==> src/rtl/park_pipe.sv <==
// park_pipe: three-stage Park / inverse-Park rotator with valid/ready flow.
//   S1 registers the four products, S2 the rotated sums, S3 the rounded and
//   narrowed result (output register). All stages advance together on adv.
// Build option: define PARK_SAT_EN to clamp on narrowing and drive sat_flag;
//   otherwise narrowing wraps and sat_flag is tied low.

// Narrow a rounded result to the output width (clamp or wrap).
module park_narrow #(
   parameter int IW = 23,
   parameter int OW = 18
) (
   input  logic [IW-1:0] r,
   output logic [OW-1:0] y,
   output logic          clamped
);
   logic [IW-OW:0] hi;
   logic           fits;

   // r fits when every bit above the output sign bit matches it
   always_comb begin
      hi   = r[IW-1:OW-1];
      fits = (&hi) || !(|hi);
`ifdef PARK_SAT_EN
      y       = r[OW-1:0];
      clamped = 1'b0;
      if (!fits) begin
         y       = r[IW-1] ? {1'b1, {(OW-1){1'b0}}} : {1'b0, {(OW-1){1'b1}}};
         clamped = 1'b1;
      end
`else
      y       = r[OW-1:0];
      clamped = 1'b0;
`endif
   end

`ifndef PARK_SAT_EN
   logic unused_fits;
   assign unused_fits = fits;
`endif
endmodule

module park_pipe #(
   parameter int D_WIDTH = 18,
   parameter int Q_BITS  = 15
) (
   input  logic                      clk,
   input  logic                      rst,
   input  logic                      in_valid,
   output logic                      in_ready,
   input  logic                      inv,
   input  logic signed [D_WIDTH-1:0] x_a,
   input  logic signed [D_WIDTH-1:0] x_b,
   input  logic signed [D_WIDTH-1:0] sin,
   input  logic signed [D_WIDTH-1:0] cos,
   output logic                      out_valid,
   input  logic                      out_ready,
   output logic signed [D_WIDTH-1:0] out_a,
   output logic signed [D_WIDTH-1:0] out_b,
   output logic                      sat_flag
);
   localparam int STAGES = 3;
   localparam int PW     = 2 * D_WIDTH;     // product width
   localparam int SW     = PW + 1;          // sum width
   localparam int RW     = SW + 1 - Q_BITS; // rounded width before narrowing
   localparam logic signed [SW:0] HALF = (SW + 1)'(1) << (Q_BITS - 1);

   logic                     adv;
   logic [STAGES:1]          vld_pipe_q, vld_pipe_d;
   logic signed [PW-1:0]     ca_q, sb_q, cb_q, sa_q, ca_d, sb_d, cb_d, sa_d;
   logic                     inv1_q, inv1_d;
   logic signed [SW-1:0]     ca_x, sb_x, cb_x, sa_x;
   logic [1:0][SW-1:0]       sum_q, sum_d;
   logic [1:0][RW-1:0]       rnd;
   logic [1:0][D_WIDTH-1:0]  nar;
   logic [1:0]               clamp;
   logic signed [D_WIDTH-1:0] out_a_q, out_a_d, out_b_q, out_b_d;
   logic                     sat_q, sat_d;

   assign adv       = !vld_pipe_q[STAGES] || out_ready;
   assign in_ready  = adv;
   assign out_valid = vld_pipe_q[STAGES];
   assign out_a     = out_a_q;
   assign out_b     = out_b_q;
   assign sat_flag  = sat_q;

   // valid shift register: shift in in_valid on advance, hold otherwise
   always_comb begin
      vld_pipe_d = vld_pipe_q;
      if (adv) vld_pipe_d = {vld_pipe_q[STAGES-1:1], in_valid};
   end

   // S1: four products and the mode bit
   always_comb begin
      ca_d   = ca_q;
      sb_d   = sb_q;
      cb_d   = cb_q;
      sa_d   = sa_q;
      inv1_d = inv1_q;
      if (adv) begin
         ca_d   = cos * x_a;
         sb_d   = sin * x_b;
         cb_d   = cos * x_b;
         sa_d   = sin * x_a;
         inv1_d = inv;
      end
   end

   // S2: rotate; lane 0 is out_a, lane 1 is out_b
   always_comb begin
      ca_x  = {ca_q[PW-1], ca_q};
      sb_x  = {sb_q[PW-1], sb_q};
      cb_x  = {cb_q[PW-1], cb_q};
      sa_x  = {sa_q[PW-1], sa_q};
      sum_d = sum_q;
      if (adv) begin
         sum_d[0] = inv1_q ? (ca_x - sb_x) : (ca_x + sb_x);
         sum_d[1] = inv1_q ? (sa_x + cb_x) : (cb_x - sa_x);
      end
   end

   // S3 lanes: round half up, take the high bits (arithmetic shift), narrow
   for (genvar l = 0; l < 2; l++) begin : g_lane
      logic signed [SW:0] biased;
      assign biased = $signed({sum_q[l][SW-1], sum_q[l]}) + HALF;
      assign rnd[l] = biased[SW:Q_BITS];
      park_narrow #(.IW(RW), .OW(D_WIDTH)) u_narrow (
         .r       (rnd[l]),
         .y       (nar[l]),
         .clamped (clamp[l])
      );
   end

   // S3 output register next state, held while stalled
   always_comb begin
      out_a_d = out_a_q;
      out_b_d = out_b_q;
      sat_d   = sat_q;
      if (adv) begin
         out_a_d = nar[0];
         out_b_d = nar[1];
         sat_d   = |clamp;
      end
   end

   // datapath stages carry no reset; their valid bits cover them
   always_ff @(posedge clk) begin
      ca_q   <= ca_d;
      sb_q   <= sb_d;
      cb_q   <= cb_d;
      sa_q   <= sa_d;
      inv1_q <= inv1_d;
      sum_q  <= sum_d;
   end

   // valid bits and output register, asynchronously cleared
   always_ff @(posedge clk or posedge rst) begin
      if (rst) begin
         vld_pipe_q <= '0;
         out_a_q    <= '0;
         out_b_q    <= '0;
         sat_q      <= 1'b0;
      end else begin
         vld_pipe_q <= vld_pipe_d;
         out_a_q    <= out_a_d;
         out_b_q    <= out_b_d;
         sat_q      <= sat_d;
      end
   end
endmodule
==> config.mk <==
export PLATFORM = sky130hd
export DESIGN_NAME = park_pipe
export DESIGN_NICKNAME = d
export VERILOG_FILES = /design/src/rtl/park_pipe.sv
export SDC_FILE = /design/constraint.sdc
export NUM_CORES = 2
export LEC_CHECK = 0
export ABC_AREA = 1
export CAP_MARGIN = 10
export CORE_ASPECT_RATIO = 0.5
export CORE_MARGIN = 2
export CORE_UTILIZATION = 55
export CTS_CLUSTER_SIZE = 20
export DETAILED_ROUTE_END_ITERATION = 10
export GPL_ROUTABILITY_DRIVEN = 0
export PLACE_DENSITY = 0.71
export SLEW_MARGIN = 5
export SYNTH_ARGS = -nofsm -noshare
export SYNTH_HDL_FRONTEND = slang
export SYNTH_SLANG_ARGS = --single-unit
==> constraint.sdc <==
create_clock -name clk -period 16.5 [get_ports clk]
set_clock_uncertainty 0.05 [all_clocks]
set_input_delay 1.65 -clock clk [delete_from_list [all_inputs] [get_ports clk]]
set_output_delay 1.65 -clock clk [all_outputs]
set_load 0.02 [all_outputs]
==> metrics.txt <==
# TYPE chip_impl_metric gauge
chip_impl_metric{name="antenna_found_initial",unit=""} 7
chip_impl_info{name="rsz0062_at_grt",value="false"} 1
chip_impl_metric{name="first_global_vias",unit=""} 49211
chip_impl_metric{name="yosysWarnings",unit=""} 0
chip_impl_metric{name="postCtsHoldBufs",unit=""} 0
chip_impl_metric{name="cts_sinks",unit=""} 210
chip_impl_info{name="synth_top_cells_by_area",value="fa_1 (40%), inv_1 (15%), nand2_1 (12%)"} 1
chip_impl_metric{name="finalCritPeriodShare",unit=""} 0.479
chip_impl_metric{name="initialDrtViolationCount",unit=""} 5535
chip_impl_metric{name="sequential_cell_area",unit="sq mm"} 0.00611
chip_impl_info{name="crit_path_end_kind",value="register"} 1
chip_impl_metric{name="grt_max_degree",unit=""} 91
chip_impl_metric{name="timing.max_cap.violations",unit=""} 0
chip_impl_metric{name="final_critical_path_setup_slack",unit="ns"} 8.60
chip_impl_metric{name="route.detailed.wl_per_inst",unit="um"} 18.4
chip_impl_metric{name="worst-path-max-fanout",unit=""} 14
chip_impl_metric{name="synthesis.area",unit="sq mm"} 0.0617
chip_impl_metric{name="placed_cell_area",unit="sq mm"} 0.0639
chip_impl_info{name="synth.cells.most_frequent",value="inv_1 (2429), nand2_1 (2016), fa_1 (1224)"} 1
chip_impl_metric{name="core_area",unit="sq mm"} 0.111
chip_impl_info{name="clock_tree_from_tritoncts",value="yes"} 1
chip_impl_info{name="run_status",value="completed"} 1
chip_impl_metric{name="dp_slack",unit="ns"} 8.02
chip_impl_metric{name="drtAntennaViolNets",unit=""} 0
chip_impl_metric{name="wirelength",unit="um"} 174000
chip_impl_metric{name="groute.usage.overall",unit=""} 0.309
chip_impl_info{name="yosys.cell_count.top_type",value="inv_1"} 1
chip_impl_metric{name="post-route-min-period",unit="ns"} 7.90
chip_impl_metric{name="yosys.area.top_type_share",unit=""} 0.397
chip_impl_metric{name="cts_repair_resize_count",unit=""} 0
chip_impl_metric{name="rows",unit=""} 86
chip_impl_metric{name="number_of_input_and_output_port_buffers_inserted",unit=""} 114
chip_impl_info{name="start_kind",value="input pin"} 1
chip_impl_metric{name="drtPass1Iterations",unit=""} 6
chip_impl_metric{name="cts_made_buffers",unit=""} 26
chip_impl_metric{name="final_layout_size_suffix_gt1_frac",unit=""} 0.0225
chip_impl_metric{name="report.final.setup_viol",unit=""} 0
chip_impl_info{name="root_buf_cell",value="clkbuf_16"} 1
chip_impl_metric{name="final.fill_count",unit=""} 10203
chip_impl_metric{name="grt.overflow.total",unit=""} 0
chip_impl_metric{name="chipHeight",unit="um"} 241
chip_impl_metric{name="grt_pass1_wl",unit="um"} 275000
chip_impl_metric{name="mean_number_of_vias_per_cell",unit=""} 5.27
chip_impl_metric{name="cts_max_path_buffers",unit=""} 3
chip_impl_metric{name="synth_seq_cells",unit=""} 210
chip_impl_metric{name="worst_ep_required_time",unit="ns"} 16.81
chip_impl_metric{name="finish.instance_area",unit="sq mm"} 0.0649
chip_impl_metric{name="timing.max_slew.rel_slack",unit=""} 0.180
chip_impl_metric{name="top_level_ports",unit=""} 116
chip_impl_metric{name="drc_errors",unit=""} 0
chip_impl_metric{name="synth_cell_types",unit=""} 50
chip_impl_metric{name="post-cts-setup-buffer-count",unit=""} 0
chip_impl_info{name="synth-main-ff-cell",value="edfxtp_1"} 1
chip_impl_metric{name="clk_pin_slew",unit="ns"} 0.07
chip_impl_metric{name="crit_arrival",unit="ns"} 8.21
chip_impl_metric{name="synth.avg_cell_area",unit="sq um"} 7.69
chip_impl_info{name="hold_class",value="reg -> reg"} 1
chip_impl_metric{name="report.final.hold_viol_count",unit=""} 0
chip_impl_metric{name="initial_core_util",unit=""} 0.557
chip_impl_metric{name="max_clock_freq",unit="MHz"} 127
chip_impl_metric{name="dieArea",unit="sq mm"} 0.115
chip_impl_metric{name="setup_tns",unit="ns"} 0
chip_impl_metric{name="fp.dieW",unit="um"} 477
chip_impl_metric{name="multi_input_area",unit="sq mm"} 0.0453
chip_impl_metric{name="postSynthNetCount",unit=""} 9744
chip_impl_metric{name="count_of_flip_flops_with_a_built_in_enable_after_synthesis",unit=""} 171
chip_impl_metric{name="area_growth_syn_to_layout",unit="%"} 5.19
chip_impl_metric{name="clock_tree.htree_level_count",unit=""} 1
chip_impl_metric{name="final_nets",unit=""} 9657
chip_impl_metric{name="num_vias",unit=""} 49853
chip_impl_metric{name="clk_latency",unit="ns"} 0.62
chip_impl_metric{name="synth-async-reset-ratio",unit=""} 0.186
chip_impl_metric{name="max_slew.worst_pin.slew",unit="ns"} 1.23
chip_impl_metric{name="syn_inst",unit=""} 8021
chip_impl_metric{name="postLayoutCoreUtil",unit=""} 0.586
chip_impl_info{name="setup.worst_path.class",value="in -> reg"} 1
chip_impl_metric{name="synth_seq_area_share",unit=""} 0.0991
chip_impl_metric{name="slew_viol_final",unit=""} 0
chip_impl_info{name="synth_top_cell_by_area",value="fa_1"} 1
chip_impl_metric{name="dp_hpwl",unit="um"} 137000
-- cell type report --
cell class,count,share of cell area
inverters,2429,0.141
clock buffers,26,0.0100
multi-input cells,5082,0.698
flip-flops and latches,210,0.0942
well taps,1496,0.0289
repair buffers,185,0.0239
diodes,4,0.000154
clock inverters,22,0.00382
-- critical path, cell delays in order --
cell	delay, ns
clkdlybuf4s50_1	0.91
inv_1	0.49
buf_4	0.36
or2_2	0.31
fa_1	0.46
fa_1	0.53
fa_1	0.42
fa_1	0.50
inv_1	0.05
fa_1	0.49
fa_1	0.42
ha_1	0.50
inv_1	0.14
nor3_1	0.30
nand2_1	0.12
or2_2	0.32
nand2_1	0.06
nor2_1	0.05
nand2_1	0.06
nand2_1	0.05
-- cells in the final DEF, fill, tap and decap left out, types with 39 or more instances in the layout --
master,synthesis,final
a21oi_1,204,204
buf_4,2,71
clkdlybuf4s50_1,0,89
dfrtp_1,39,39
edfxtp_1,171,171
fa_1,1224,1224
ha_1,422,422
inv_1,2429,2428
nand2_1,2016,2016
nand3_1,211,211
nand4_1,51,51
nor2_1,363,362
nor3_1,52,52
o21ai_0,143,143
xnor2_1,56,56
xor2_1,154,154
-- metrics by stage --
step / std cells / hold slack, ns
floorplan: 8021 / 0.370
detailed placement: 9402 / 0.390
global placement: 9402 / 0.386
finish: 9454 / 0.402
CTS: 9450 / 0.407
global route: 9451 / 0.464
-- layer usage --
layer  wire, um  part of all wire  GRT usage
met1      75200              0.43      0.464
met2      69800              0.40      0.445
met3      24100              0.14     0.0865
met4       4420             0.025     0.0671
met5         32           0.00018          0
-- cell families after synthesis --
kind of cell,Yosys count,share of synthesized area
compound gates,476,0.0433
xor+xnor,210,0.0298
fa+ha+maj,1646,0.483
buf+inv,2729,0.166
flops,210,0.0991
other cells,1,0.0000608
simple gates,2749,0.178
-- worst paths after layout --
check	start	endpoint	slack, ns	depth (start not counted)
worst max-delay path	x_a[17]	sa_q[32]	8.60	20
worst min-delay path	vld_pipe_q[2]	vld_pipe_q[3]	0.40	2
worst max register to register	inv1_q	sum_q[24]	12.57	14
worst min register to register	vld_pipe_q[2]	vld_pipe_q[3]	0.40	2
max in group asynchronous	rst	out_a[2]	14.61	3
min in group asynchronous	rst	out_b[12]	1.44	3
-- sequential cells by signal, summed over array words and instances, names as in the netlist, 3 cells and up --
signal	flops
vld_pipe_q	3
sb_q	33
out_b	18
out_a	18
sa_q	33
ca_q	33
sum_q	38
cb_q	33
Power is not shown: default switching activity piles up to over one toggle a cycle in this logic, so the estimate is an artifact.
